## src/rtl/act_row_sequencer_pkg.sv

```systemverilog
// Shared types and defaults for the activation row sequencer.
package act_row_sequencer_pkg;

    localparam int AR_IF_WIDTH = 16;
    localparam int AR_IDX_W    = 4;
    localparam int AR_ROW_W    = 8;

    typedef enum logic [2:0] {
        IDLE,
        FLAG_REQ,
        FLAG_WAIT,
        SERIAL,
        PARALLEL,
        ROW_END,
        DONE
    } state_e;

endpackage

```

## src/rtl/act_row_sequencer_lsb_index_pick.sv

```systemverilog
// Lowest-set-bit picker: presence flag, binary index and one-hot mask.
module act_row_sequencer_lsb_index_pick #(
    parameter int W  = 16,
    parameter int IW = 4
) (
    input  logic [W-1:0]  word_i,
    output logic          found_o,
    output logic [IW-1:0] idx_o,
    output logic [W-1:0]  mask_o
);

    assign found_o = |word_i;
    assign mask_o  = word_i & (~word_i + W'(1));

    // Scan downward so the lowest set bit is the last one written.
    always_comb begin
        idx_o = '0;
        for (int i = W - 1; i >= 0; i--) begin
            if (word_i[i]) idx_o = IW'(i);
        end
    end

endmodule

```

## src/rtl/act_row_sequencer.sv

```systemverilog
// Walks an activation tile row by row, offering flagged columns
// to the PE array over a valid/ready handshake.
module act_row_sequencer
    import act_row_sequencer_pkg::*;
#(
    parameter int IF_WIDTH = AR_IF_WIDTH,
    parameter int IDX_W    = AR_IDX_W,
    parameter int ROW_W    = AR_ROW_W
) (
    input  logic                clk,
    input  logic                reset,
    input  logic                cfg_mode,
    input  logic [ROW_W-1:0]    cfg_num_rows,
    input  logic                start,
    output logic                flag_rd_req,
    input  logic [IF_WIDTH-1:0] flag_rd_data,
    output logic [IF_WIDTH-1:0] col_rd_req,
    output logic                col_rd_en,
    output logic [IDX_W-1:0]    act_idx,
    output logic                act_valid,
    input  logic                act_ready,
    output logic [IDX_W:0]      row_val_num,
    output logic                row_done,
    output logic                zero_row,
    output logic                busy,
    output logic                done
);

    function automatic logic [IDX_W:0] popcnt(input logic [IF_WIDTH-1:0] w);
        logic [IDX_W:0] c;
        c = '0;
        for (int i = 0; i < IF_WIDTH; i++) begin
            c = c + (IDX_W+1)'(w[i]);
        end
        return c;
    endfunction

    state_e              state_q, state_d;
    logic [IF_WIDTH-1:0] pending_q, pending_d;
    logic [ROW_W-1:0]    row_cnt_q, row_cnt_d;
    logic [ROW_W-1:0]    num_rows_q, num_rows_d;
    logic                mode_q, mode_d;
    logic [IDX_W:0]      rvn_q, rvn_d;

    logic                pick_found;
    logic [IDX_W-1:0]    pick_idx;
    logic [IF_WIDTH-1:0] pick_mask;
    logic [IF_WIDTH-1:0] pending_left;

    act_row_sequencer_lsb_index_pick #(
        .W  (IF_WIDTH),
        .IW (IDX_W)
    ) u_pick (
        .word_i  (pending_q),
        .found_o (pick_found),
        .idx_o   (pick_idx),
        .mask_o  (pick_mask)
    );

    assign pending_left = pending_q & ~pick_mask;

    always_ff @(posedge clk or negedge reset) begin
        if (!reset) begin
            state_q    <= IDLE;
            pending_q  <= '0;
            row_cnt_q  <= '0;
            num_rows_q <= '0;
            mode_q     <= 1'b0;
            rvn_q      <= '0;
        end else begin
            state_q    <= state_d;
            pending_q  <= pending_d;
            row_cnt_q  <= row_cnt_d;
            num_rows_q <= num_rows_d;
            mode_q     <= mode_d;
            rvn_q      <= rvn_d;
        end
    end

    always_comb begin
        state_d     = state_q;
        pending_d   = pending_q;
        row_cnt_d   = row_cnt_q;
        num_rows_d  = num_rows_q;
        mode_d      = mode_q;
        rvn_d       = rvn_q;
        flag_rd_req = 1'b0;
        col_rd_req  = '0;
        act_idx     = '0;
        act_valid   = 1'b0;
        row_done    = 1'b0;
        zero_row    = 1'b0;
        done        = 1'b0;

        unique case (state_q)
            IDLE: begin
                if (start) begin
                    if (cfg_num_rows == '0) begin
                        state_d = DONE;
                    end else begin
                        mode_d     = cfg_mode;
                        num_rows_d = cfg_num_rows;
                        row_cnt_d  = '0;
                        state_d    = FLAG_REQ;
                    end
                end
            end
            FLAG_REQ: begin
                flag_rd_req = 1'b1;
                state_d     = FLAG_WAIT;
            end
            FLAG_WAIT: begin
                pending_d = flag_rd_data;
                rvn_d     = popcnt(flag_rd_data);
                if (flag_rd_data == '0) begin
                    zero_row = 1'b1;
                    state_d  = ROW_END;
                end else if (mode_q) begin
                    state_d = PARALLEL;
                end else begin
                    state_d = SERIAL;
                end
            end
            SERIAL: begin
                act_valid  = pick_found;
                act_idx    = pick_idx;
                col_rd_req = pick_mask;
                if (act_ready || !pick_found) begin
                    pending_d = pending_left;
                    if (pending_left == '0) state_d = ROW_END;
                end
            end
            PARALLEL: begin
                act_valid  = 1'b1;
                col_rd_req = pending_q;
                if (act_ready) state_d = ROW_END;
            end
            ROW_END: begin
                row_done  = 1'b1;
                row_cnt_d = row_cnt_q + ROW_W'(1);
                if (row_cnt_d == num_rows_q) begin
                    state_d = DONE;
                end else begin
                    state_d = FLAG_REQ;
                end
            end
            DONE: begin
                done    = 1'b1;
                state_d = IDLE;
            end
            default: state_d = IDLE;
        endcase
    end

    assign col_rd_en   = act_valid;
    assign row_val_num = rvn_q;
    assign busy        = (state_q != IDLE);

endmodule

```

## config.mk

```make
export PLATFORM = sky130hd
export DESIGN_NAME = act_row_sequencer
export DESIGN_NICKNAME = d
export VERILOG_FILES = /design/src/rtl/act_row_sequencer_pkg.sv /design/src/rtl/act_row_sequencer_lsb_index_pick.sv /design/src/rtl/act_row_sequencer.sv
export SDC_FILE = /design/constraint.sdc
export NUM_CORES = 1
export LEC_CHECK = 0
export BUFFER_PORTS_ARGS = -buffer_cell sky130_fd_sc_hd__buf_2
export CAP_MARGIN = 20
export CORE_AREA = 2 2 113 71
export DETAILED_ROUTE_END_ITERATION = 12
export DIE_AREA = 0 0 115 73
export SLEW_MARGIN = 20
export SYNTH_ARGS = -nofsm -noshare
export SYNTH_HDL_FRONTEND = slang
export SYNTH_SLANG_ARGS = --single-unit
```

## constraint.sdc

```tcl
create_clock -name clk -period 3.6 [get_ports clk]
set_input_delay 0.36 -clock clk [delete_from_list [all_inputs] [get_ports clk]]
set_output_delay 0.36 -clock clk [all_outputs]
set_load 0.03 [all_outputs]
```

==> qor.yml <==
async_reset_ff_frac: 1.000
netlist_instances: 377
worst-path-stages: 13
maxCapViolCount: 0
required_ns: 3.81
path_max_fanout: 2
yosysSeqAreaShare: 0.3237
gr-usage-all-layers: 0.2151
start_util: 0.4222
slew_headroom: 0.3563
synth_top_area_share: 0.3237
max_freq_ghz: 0.3055
utilization: 0.4860
start_kind: "input port"
cellPowerDensity_nw_per_um2: 826.8
die_y_um: 73
grt_pass1_wl_um: 13920
synth_flop_cell: "dfrtp_1"
synth.avg_cell_area_um2: 8.407
crit_type: "in -> reg"
yosysMostFrequentCell: "dfrtp_1"
syn2layout_area_growth_pct: 15.12
syn_area_um2: 3169
slew_violations: 0
root_buffer: "clkbuf_16"
cts_buffer_depth: 2
ys_warn_count: 0
finalCritPeriodShare: 0.9092
critical_path.top_delay_family: "adder cells"
critical_path.slowest_cell: "fa_1"
htree_num_levels: 2
outcome: "finished, final reports clean"
cts_tree: "done"
gp_congestion: 0.8982
rows: 25
first_pass_iters: 4
antenna_found_initial: 0
crit_path_max_incr_delay_ns: 0.58
irDropWorstVdd_mv: 0.3553
clk_latency_ns: 0.29
place_hpwl_um: 6537
worstPathCellList: "buf_2 -> inv_1 -> fa_1 -> fa_1 -> fa_1 -> fa_1 -> inv_1 -> ha_1 -> inv_1 -> fa_1 -> nor2b_1 -> o21ai_0 -> o21ai_1"
crit_top_cell: "fa_1"
crit_buf_inv: 4
ys_types: 55
worst_pin_slew_ns: 0.9655
antennaDiodeCount: 0
arrival_ns: 3.48
cts_sinks: 41
post-route-min-period_ns: 3.273
dieArea_um2: 8395
cts_resized: 0
drc_errors: 0
layout.nets: 469
hold_buffers: 0
startpoint: "flag_rd_data[11]"
overflow: 0
numCtsBuffers: 5
wl_per_cell_um: 17.01
synth-seq-cells: 41
hold_path_class: "in -> async"
r2r_slack_ns: 0.90
hold_violations: 0
dieWidth_um: 115
drt-total-wl_um: 8811
viasPerCell: 5.703
synth_edf_count: 0
num_vias: 2954
yosys-top-cells-area: "dfrtp_1 (32%), fa_1 (6.3%), a22o_1 (3.9%)"
reg2reg_depth: 6
pin_count: 61
leakagePower_nw: 1.711
grt_pass1_vias: 2583
syn_nets: 423
skew_ns: 0.009259
rr_endpoint: "pending_q[13]"
clk_pin_slew_ns: 0.06
crit_end: "row_val_num[4]"
rsz0062_at_grt: "false"
setup_viol: 0
drtIter0Drc: 267
fillerInstances: 754
grt_max_degree: 42
core_um2: 7507
port_buffers: 60
drt.antenna.violating_nets: 0
timing.rr.start: "pending_q[4]"
setup_tns_ns: 0
synth_common_cells: "dfrtp_1 (41), inv_1 (32), nand2_1 (30)"
synth_area_leader_cell: "dfrtp_1"
drive_gt1_frac: 0.1934
cp-end-kind: "register"
post-cts-setup-buffer-count: 0
[cells by family (layout without fill, tap and decap cells)]
kind of cell	count (synthesis)	in the layout	synth area share
simple gates	123	123	0.2033
compound gates	113	113	0.2345
buf+inv	61	108	0.08054
flops	41	41	0.3237
fa+ha+maj	17	17	0.09080
xor+xnor	14	14	0.03869
mux	8	8	0.02843
[area by class of cell]
| cell class | count | area [µm²] | area share |
|---|---|---|---|
| clock buffers | 6 | 128.9 | 0.03532 |
| repair buffers | 66 | 345.3 | 0.09465 |
| clock inverters | 2 | 10.01 | 0.002743 |
| inverters | 34 | 127.6 | 0.03498 |
| well taps | 94 | 117.6 | 0.03224 |
| multi-input cells | 275 | 1893 | 0.5189 |
| flip-flops and latches | 41 | 1026 | 0.2812 |
[worst min-delay path by stage]
stage                         start             end  slack [ns]  depth (start not counted)
floorplan                     reset          mode_q        0.06                          0
finish                        reset  row_val_num[0]        0.23                          1
global placement     row_val_num[0]  row_val_num[0]        0.46                          2
detailed placement   row_val_num[0]  row_val_num[0]        0.47                          2
CTS                           reset    row_cnt_q[7]        0.27                          1
global route        cfg_num_rows[1]   num_rows_q[1]        0.30                          2
[metrics by stage]
| stage | total power [W] | hold WS [ns] | instances | cell area, µm² | setup WS (ns) |
|---|---|---|---|---|---|
| 6_report | 0.003017 | 0.2264 | 518 | 3649 | 0.3268 |
| 5_1_grt | 0.003247 | 0.3002 | 518 | 3649 | 0.2195 |
| 4_1_cts | 0.003000 | 0.2718 | 518 | 3649 | 0.3403 |
| 3_5_place_dp | 0.002545 | 0.4680 | 510 | 3510 | 0.03826 |
| 3_3_place_gp | 0.002542 | 0.4612 | 510 | 3510 | 0.08208 |
| 2_1_floorplan | 0.002140 | 0.06441 | 377 | 3169 | 0.2318 |
[report_power, final]
part,internal (W),total [W],switching (W)
Clock,0.000255,0.000446,0.000191
Combinational,0.000637,0.00160,0.000964
Sequential,0.000644,0.000969,0.000325
Total,0.00154,0.00302,0.00148
[registers in the layout, indices dropped and copies added (netlist names)]
| signal | count |
|---|---|
| mode_q | 1 |
| num_rows_q | 8 |
| pending_q | 16 |
| row_cnt_q | 8 |
| row_val_num | 5 |
| state_q | 3 |
[worst reg2reg max path, delay by kind of cell, from the launching register on]
kind | cells | cell delay (ns)
AOI/OAI and AO/OA | 3 | 0.93
DFF | 1 | 0.51
and+or+nand+nor | 3 | 1.15
[metal layers]
metal / up-vias / GRT usage / routed length (µm) / part of all wire
li1: 1425 / - / - / -
met5: - / 0 / 0 / 0
met4: 0 / 0.04418 / 43 / 0.0049
met1: 1403 / 0.3695 / 4763 / 0.54
met3: 5 / 0.04070 / 591 / 0.067
met2: 121 / 0.2654 / 3412 / 0.39
[cells in the final DEF, fill, tap and decap left out, types with 5 or more instances in the layout]
cell,n
o21ai_0,24
o21ai_1,17
nor4_1,7
buf_4,6
a22o_1,14
o21a_1,8
fa_1,10
nor2_1,26
xor2_1,8
nand4_1,6
inv_1,32
clkbuf_16,5
ha_1,7
buf_2,60
nor2b_1,7
mux2_1,8
nor3_1,17
nand3_1,6
a31oi_1,5
and3_1,6
nand2_1,30
xnor2_1,6
dfrtp_1,41
a21oi_1,18
Note: power is estimated with default switching activity, not from simulation.
